`src/rtl/approx_add_pipe.sv`:
```
// Pipelined approximate adder: OR-approximated low bits, exact ripple above; STAGES-cycle latency.
// Global stall when out_valid & !out_ready (in_ready drops); APPROX_ADD_ERRCNT_EN adds err_cnt.
module approx_add_pipe #(
  parameter int WIDTH       = 16,
  parameter int STAGES      = 2,
  parameter int APPROX_BITS = 4
) (
  input  logic             clk,
  input  logic             rst,
  input  logic             in_valid,
  output logic             in_ready,
  input  logic [WIDTH-1:0] A,
  input  logic [WIDTH-1:0] B,
  input  logic             exact_mode,
  output logic             out_valid,
  input  logic             out_ready,
  output logic [WIDTH:0]   sum
`ifdef APPROX_ADD_ERRCNT_EN
  ,
  output logic [15:0]      err_cnt
`endif
);

  localparam int SEG = WIDTH / STAGES;

  // Rank k holds operands/mode with segments 0..k-1 already summed; rank STAGES is the output.
  logic [WIDTH-1:0] ra [STAGES];
  logic [WIDTH-1:0] rb [STAGES];
  logic             rm [STAGES];
  logic [WIDTH-1:0] rs [STAGES+1];
  logic [STAGES:0]  rc;
  logic [STAGES:0]  rv;

  logic [WIDTH-1:0] ns [STAGES];
  logic [STAGES-1:0] nc;
  logic              cy;
  logic              stall;
  logic              accept;

  assign out_valid = rv[STAGES] & ~rst;
  assign stall     = out_valid & ~out_ready;
  assign in_ready  = ~stall;
  assign accept    = in_valid & in_ready & ~rst;
  assign sum       = rst ? '0 : {rc[STAGES], rs[STAGES]};

  always_comb begin
    cy = 1'b0;
    nc = '0;
    for (int k = 0; k < STAGES; k++) begin
      ns[k] = rs[k];
      cy    = rc[k];
      for (int j = 0; j < SEG; j++) begin
        if (!rm[k] && (k*SEG + j) < APPROX_BITS) begin
          // Approximate region: OR sum, only its top bit pair generates a carry.
          ns[k][k*SEG + j] = ra[k][k*SEG + j] | rb[k][k*SEG + j];
          cy = ((k*SEG + j) == APPROX_BITS - 1) ? (ra[k][k*SEG + j] & rb[k][k*SEG + j]) : 1'b0;
        end else begin
          ns[k][k*SEG + j] = ra[k][k*SEG + j] ^ rb[k][k*SEG + j] ^ cy;
          cy = (ra[k][k*SEG + j] & rb[k][k*SEG + j]) | (cy & (ra[k][k*SEG + j] ^ rb[k][k*SEG + j]));
        end
      end
      nc[k] = cy;
    end
  end

  always_ff @(posedge clk) begin
    if (rst) begin
      rv <= '0;
      rc <= '0;
      for (int k = 0; k < STAGES; k++) begin
        ra[k] <= '0;
        rb[k] <= '0;
        rm[k] <= 1'b0;
      end
      for (int k = 0; k <= STAGES; k++) rs[k] <= '0;
    end else if (!stall) begin
      rv    <= {rv[STAGES-1:0], accept};
      rc    <= {nc, 1'b0};
      ra[0] <= accept ? A : '0;
      rb[0] <= accept ? B : '0;
      rm[0] <= accept & exact_mode;
      rs[0] <= '0;
      for (int k = 0; k < STAGES - 1; k++) begin
        ra[k+1] <= ra[k];
        rb[k+1] <= rb[k];
        rm[k+1] <= rm[k];
      end
      for (int k = 0; k < STAGES; k++) rs[k+1] <= ns[k];
    end
  end

`ifdef APPROX_ADD_ERRCNT_EN
  // Upper bits are exact given their carry-in, so a mismatch is decided by the low bits alone.
  logic [WIDTH-1:0] lo_mask;
  logic [WIDTH:0]   lo_sum;
  logic             lo_cy;
  logic             lo_mis;
  logic [STAGES:0]  re;

  always_comb begin
    lo_mask = '0;
    lo_cy   = 1'b0;
    for (int i = 0; i < APPROX_BITS; i++) begin
      lo_mask[i] = 1'b1;
      lo_cy      = A[i] & B[i];
    end
    lo_sum = {1'b0, A & lo_mask} + {1'b0, B & lo_mask};
    lo_mis = (((A | B) & lo_mask) != (lo_sum[WIDTH-1:0] & lo_mask)) ||
             (lo_cy != lo_sum[APPROX_BITS]);
  end

  always_ff @(posedge clk) begin
    if (rst) begin
      re      <= '0;
      err_cnt <= '0;
    end else begin
      if (!stall) re <= {re[STAGES-1:0], accept & ~exact_mode & lo_mis};
      if (out_valid && out_ready && re[STAGES] && err_cnt != 16'hFFFF)
        err_cnt <= err_cnt + 16'd1;
    end
  end
`endif

endmodule

```
`config.mk`:
```
export PLATFORM = sky130hd
export DESIGN_NAME = approx_add_pipe
export DESIGN_NICKNAME = d
export VERILOG_FILES = /design/src/rtl/approx_add_pipe.sv
export SDC_FILE = /design/constraint.sdc
export NUM_CORES = 1
export LEC_CHECK = 0
export ABC_AREA = 1
export BUFFER_PORTS_ARGS = -buffer_cell sky130_fd_sc_hd__buf_2
export CORE_MARGIN = 5
export CORE_UTILIZATION = 40
export CTS_CLUSTER_DIAMETER = 30
export DETAILED_ROUTE_END_ITERATION = 12
export PLACE_DENSITY = 0.65
export SLEW_MARGIN = 40
export SYNTH_ARGS = -nofsm -noshare
export SYNTH_HDL_FRONTEND = slang
export SYNTH_SLANG_ARGS = --single-unit
```
`constraint.sdc`:
```
create_clock -name clk -period 4.38 [get_ports clk]
set_input_delay 0.876 -clock clk [delete_from_list [all_inputs] [get_ports clk]]
set_output_delay 0.876 -clock clk [all_outputs]
set_load 0.03 [all_outputs]
```
==> flow_summary.html <==
<table>
<tr><th>Metric</th><th>Value</th></tr>
<tr><th colspan="2">Power and ir drop</th></tr>
<tr><td>Clock power share</td><td>35.7%</td></tr>
<tr><td>Design internal power</td><td>1.23 mW</td></tr>
<tr><td>Net switching power</td><td>0.347 mW</td></tr>
<tr><td>Sequential share of power</td><td>55.4%</td></tr>
<tr><td>Net switching share of the total power</td><td>22.1%</td></tr>
<tr><td>Peak ir drop on the vdd network</td><td>0.000129 V</td></tr>
<tr><td>Total power per unit cell area</td><td>355 nW/um^2</td></tr>
<tr><td>Static power due to leakage</td><td>2.07 nW</td></tr>
<tr><td>Combinational share of power</td><td>8.9%</td></tr>
<tr><th colspan="2">Synth</th></tr>
<tr><td>Synth Area per Inst</td><td>11.1 um^2</td></tr>
<tr><td>Post-synth cell types</td><td>21</td></tr>
<tr><td>Nets in the synthesized netlist</td><td>402</td></tr>
<tr><td>Proportion of netlist area held by the largest area contributor</td><td>57.4%</td></tr>
<tr><td>Top cells by area, synth</td><td>sky130_fd_sc_hd__edfxtp_1, sky130_fd_sc_hd__inv_1, sky130_fd_sc_hd__fa_1</td></tr>
<tr><td>Share of the yosys chip area belonging to registers</td><td>60.0%</td></tr>
<tr><td>Total number of yosys warnings</td><td>0</td></tr>
<tr><td>Cell area after technology mapping</td><td>3820 um^2</td></tr>
<tr><td>Synth Register Bits</td><td>78</td></tr>
<tr><td>Cell count after synthesis</td><td>344</td></tr>
<tr><td>Largest area contributor in the netlist</td><td>sky130_fd_sc_hd__edfxtp_1</td></tr>
<tr><th colspan="2">Route</th></tr>
<tr><td>Drt via density</td><td>3.75</td></tr>
<tr><td>Via count</td><td>2,015</td></tr>
<tr><td>First-pass iteration count of the detailed router</td><td>4</td></tr>
<tr><td>Iteration-0 DRC Markers</td><td>82</td></tr>
<tr><td>Drt wl/cell</td><td>9.75 um</td></tr>
<tr><td>Number of routed nets with antenna violations</td><td>0</td></tr>
<tr><td>Number of remaining DRC errors</td><td>0</td></tr>
<tr><td>Routed Wire Length</td><td>5.24 mm</td></tr>
<tr><th colspan="2">Die</th></tr>
<tr><td>Area enclosed by the die boundary</td><td>11,600 um^2</td></tr>
<tr><td>Number of rows in the core area</td><td>35</td></tr>
<tr><td>Number of I/O pins</td><td>56</td></tr>
<tr><td>Die outline width</td><td>108 um</td></tr>
<tr><td>Initial standard-cell utilization of the core</td><td>41.1%</td></tr>
<tr><td>DIE HEIGHT</td><td>108 um</td></tr>
<tr><td>Floorplan Core Area</td><td>9280 um^2</td></tr>
<tr><th colspan="2">Global route</th></tr>
<tr><td>Aggregate global-route resource usage</td><td>10.4%</td></tr>
<tr><td>First-pass GRT wire length</td><td>9.39 mm</td></tr>
<tr><td>Number of antenna violations at the first check in global routing</td><td>0</td></tr>
<tr><td>Pin count of the biggest net entering global routing</td><td>41</td></tr>
<tr><td>Vias in the first global route</td><td>2,042</td></tr>
<tr><td>Final global-route overflow total</td><td>0</td></tr>
<tr><th colspan="2">Clock network</th></tr>
<tr><td>Number of post-CTS setup repair buffers</td><td>0</td></tr>
<tr><td>Clock sinks</td><td>78</td></tr>
<tr><td>Clock insertion delay at the later pin of the skew report</td><td>0.34 ns</td></tr>
<tr><td>H-Tree Depth</td><td>3</td></tr>
<tr><td>Clock input transition at the sequential cells of the worst setup and hold paths</td><td>0.08 ns</td></tr>
<tr><td>CTS tree</td><td>done</td></tr>
<tr><td>Clock tree root driver cell</td><td>sky130_fd_sc_hd__clkbuf_8</td></tr>
<tr><td>Total CTS buffers</td><td>9</td></tr>
<tr><td>Number of buffers on the longest clock path</td><td>2</td></tr>
<tr><th colspan="2">Finish</th></tr>
<tr><td>Filler Cells Inserted</td><td>886</td></tr>
<tr><td>N_diodes</td><td>0</td></tr>
<tr><td>Sequential cell area</td><td>2290 um^2</td></tr>
<tr><td>Post-layout net count</td><td>461</td></tr>
<tr><td>Combined area of the multi-input logic cells</td><td>1020 um^2</td></tr>
<tr><td>Area grow syn2layout</td><td>16.3%</td></tr>
<tr><td>Design Area, Final</td><td>4440 um^2</td></tr>
<tr><td>Proportion of layout cells with a drive suffix above 1</td><td>26.5%</td></tr>
<tr><th colspan="2">Timing</th></tr>
<tr><td>Fin crit period</td><td>4.05 ns</td></tr>
<tr><td>Slew at the pin with the worst max-slew slack</td><td>0.646 ns</td></tr>
<tr><td>Final count of hold timing violations</td><td>0</td></tr>
<tr><td>Final-report max-slew violation count</td><td>0</td></tr>
<tr><td>Total negative slack</td><td>0 ns</td></tr>
<tr><td>Share of the clock period used by the worst path after layout</td><td>92.5%</td></tr>
<tr><td>Relative slew slack</td><td>56.9%</td></tr>
<tr><td>Setup skew after layout</td><td>0.00795 ns</td></tr>
<tr><td>Setup repair after global routing missed its margin</td><td>no</td></tr>
<tr><td>Achievable frequency</td><td>0.247 GHz</td></tr>
<tr><td>Finish-stage setup viols</td><td>0</td></tr>
<tr><th colspan="2">Setup path</th></tr>
<tr><td>Slowest Stage Delay on Critical Path</td><td>0.46 ns</td></tr>
<tr><td>CP Capture Point</td><td>rs[0][47]</td></tr>
<tr><td>Origin of the worst setup path</td><td>ra[0][24]</td></tr>
<tr><td>Flop-to-flop setup slack</td><td>0.33 ns</td></tr>
<tr><td>Depth of the worst register-to-register path</td><td>12</td></tr>
<tr><td>Classification of the worst setup path</td><td>flip-flop to flip-flop</td></tr>
<tr><td>Arrival @ worst endpoint</td><td>4.26 ns</td></tr>
<tr><td>WP data required</td><td>4.59 ns</td></tr>
<tr><td>Setup crit start kind</td><td>flip-flop</td></tr>
<tr><td>CP dominant cell by count</td><td>sky130_fd_sc_hd__fa_1</td></tr>
<tr><td>Chain of cells forming the critical path</td><td>inv_1, fa_1, inv_1, fa_1, fa_1, fa_2, fa_1, fa_1, fa_1, inv_1, fa_1, nor2_1</td></tr>
<tr><td>RR Endpoint</td><td>rs[0][47]</td></tr>
<tr><td>Top fanout value on the critical path</td><td>1</td></tr>
<tr><td>Critical-path top delay cell</td><td>sky130_fd_sc_hd__fa_1</td></tr>
<tr><td>Setup crit end kind</td><td>flip-flop</td></tr>
<tr><td>Worst reg2reg path startpoint</td><td>ra[0][24]</td></tr>
<tr><th colspan="2">Flow run</th></tr>
<tr><td>Total of max-cap violations</td><td>0</td></tr>
<tr><th colspan="2">Hold path</th></tr>
<tr><td>Number of instances on the worst hold path</td><td>2</td></tr>
<tr><td>Type of the most critical hold path</td><td>flip-flop to flip-flop</td></tr>
<tr><th colspan="2">Placement</th></tr>
<tr><td>Post-detail-place hpwl</td><td>3.79 mm</td></tr>
<tr><td>RePlAce Congestion</td><td>0.761</td></tr>
<tr><td>Instance area after placement</td><td>4230 um^2</td></tr>
<tr><td>PortBufs</td><td>55</td></tr>
<tr><th colspan="2">Run status</th></tr>
<tr><td>Run status</td><td>completed</td></tr>
</table>
## cell usage after synthesis
cell type,n
sky130_fd_sc_hd__nor2_2,19
sky130_fd_sc_hd__ha_1,6
sky130_fd_sc_hd__nor2_4,10
sky130_fd_sc_hd__fa_1,15
sky130_fd_sc_hd__buf_6,5
sky130_fd_sc_hd__inv_2,1
sky130_fd_sc_hd__or2_2,1
sky130_fd_sc_hd__a21oi_4,1
sky130_fd_sc_hd__mux2i_1,1
sky130_fd_sc_hd__buf_2,2
sky130_fd_sc_hd__dfxtp_1,5
sky130_fd_sc_hd__nand3_1,2
sky130_fd_sc_hd__nor2_1,70
sky130_fd_sc_hd__nand2_4,1
sky130_fd_sc_hd__inv_1,111
sky130_fd_sc_hd__edfxtp_1,73
sky130_fd_sc_hd__buf_4,2
sky130_fd_sc_hd__nand2_1,15
sky130_fd_sc_hd__buf_8,1
sky130_fd_sc_hd__o21bai_4,1
sky130_fd_sc_hd__a21oi_1,2
## worst max-delay path: cells and delay by family (launching register included)
family / cells / cell delay, ns
adders and majority gates: 8 / 3.23
DFF: 1 / 0.36
buffers and inverters: 3 / 0.23
and+or+nand+nor: 1 / 0.10
## power by group through the flow
stage	Clock, mW	Combinational (mW)	Sequential (mW)
after floorplan	0	0.105	0.886
after global placement	0	0.134	0.889
after detailed placement	0	0.142	0.890
after CTS	0.580	0.143	0.873
after global routing	0.617	0.163	0.878
final	0.562	0.140	0.873
## metrics by stage
stage / setup WS [ns] / hold slack, ns / power (mW) / util (%) / cells
3_5_place_dp: 0.230 / 0.438 / 1.03 / 45.5 / 521
6_report: 0.327 / 0.456 / 1.57 / 47.8 / 537
4_1_cts: 0.215 / 0.455 / 1.60 / 47.8 / 537
3_3_place_gp: 0.321 / 0.429 / 1.02 / 45.0 / 519
5_1_grt: 0.0574 / 0.474 / 1.66 / 47.8 / 537
2_1_floorplan: 0.413 / 0.419 / 0.991 / - / 344
## cell usage in the layout (no fill, tap or decap), types with 5 or more instances in the layout
cell type                  synthesis  final
sky130_fd_sc_hd__buf_2             2     55
sky130_fd_sc_hd__inv_1           111    111
sky130_fd_sc_hd__nor2_2           19     19
sky130_fd_sc_hd__edfxtp_1         73     73
sky130_fd_sc_hd__ha_1              6      6
sky130_fd_sc_hd__nor2_1           70     70
sky130_fd_sc_hd__dfxtp_1           5      5
sky130_fd_sc_hd__nor2_4           10     10
sky130_fd_sc_hd__nand2_1          15     15
sky130_fd_sc_hd__fa_1             15     14
sky130_fd_sc_hd__clkbuf_8          0      9
## cell type report
type                       count  share of cell area, %
clock buffer                   9                   2.79
clock inverter                 7                   2.00
inverter                     112                   9.47
multi-input combinational    144                   23.0
sequential                    78                   51.6
tap                          129                   3.63
timing repair buffer          58                   7.44
## layer usage
metal | vias up | global-route usage [%] | part of all wire [%]
li1 | 1118 | - | -
met1 | 846 | 14.4 | 48
met2 | 43 | 14.9 | 44
met3 | 8 | 2.64 | 5.7
met4 | 0 | 5.41 | 1.7
met5 | - | 0 | 0
## worst min path at each step
| stage | from | to |
|---|---|---|
| after global routing | rv[0] | rv[0] |
| after CTS | rv[0] | rv[0] |
| after floorplan | rc[1] | rc[1] |
| after detailed placement | rv[0] | rv[0] |
| after global placement | rv[1] | rv[2] |
| final | rv[0] | rv[0] |
## logic make-up after synthesis
family / count (synthesis) / share of synthesized area (%)
compound gates: 4 / 1.18
fa+ha+maj: 21 / 9.83
buf+inv: 122 / 13.5
flops: 78 / 60.0
mux: 1 / 0.262
simple gates: 118 / 15.1
## state kept, by name (all words and copies together), names as in the netlist
name  cells
ra       24
rb       24
rs       24
rv        3
rc        2
rm        1
## what timing repair did
item / 4_1_cts / 5_1_grt
endpoints found under the setup margin: 0 / 1
gates resized for setup: 0 / 1
hold buffers: 0 / 0
(Power assumes the default switching activity.)
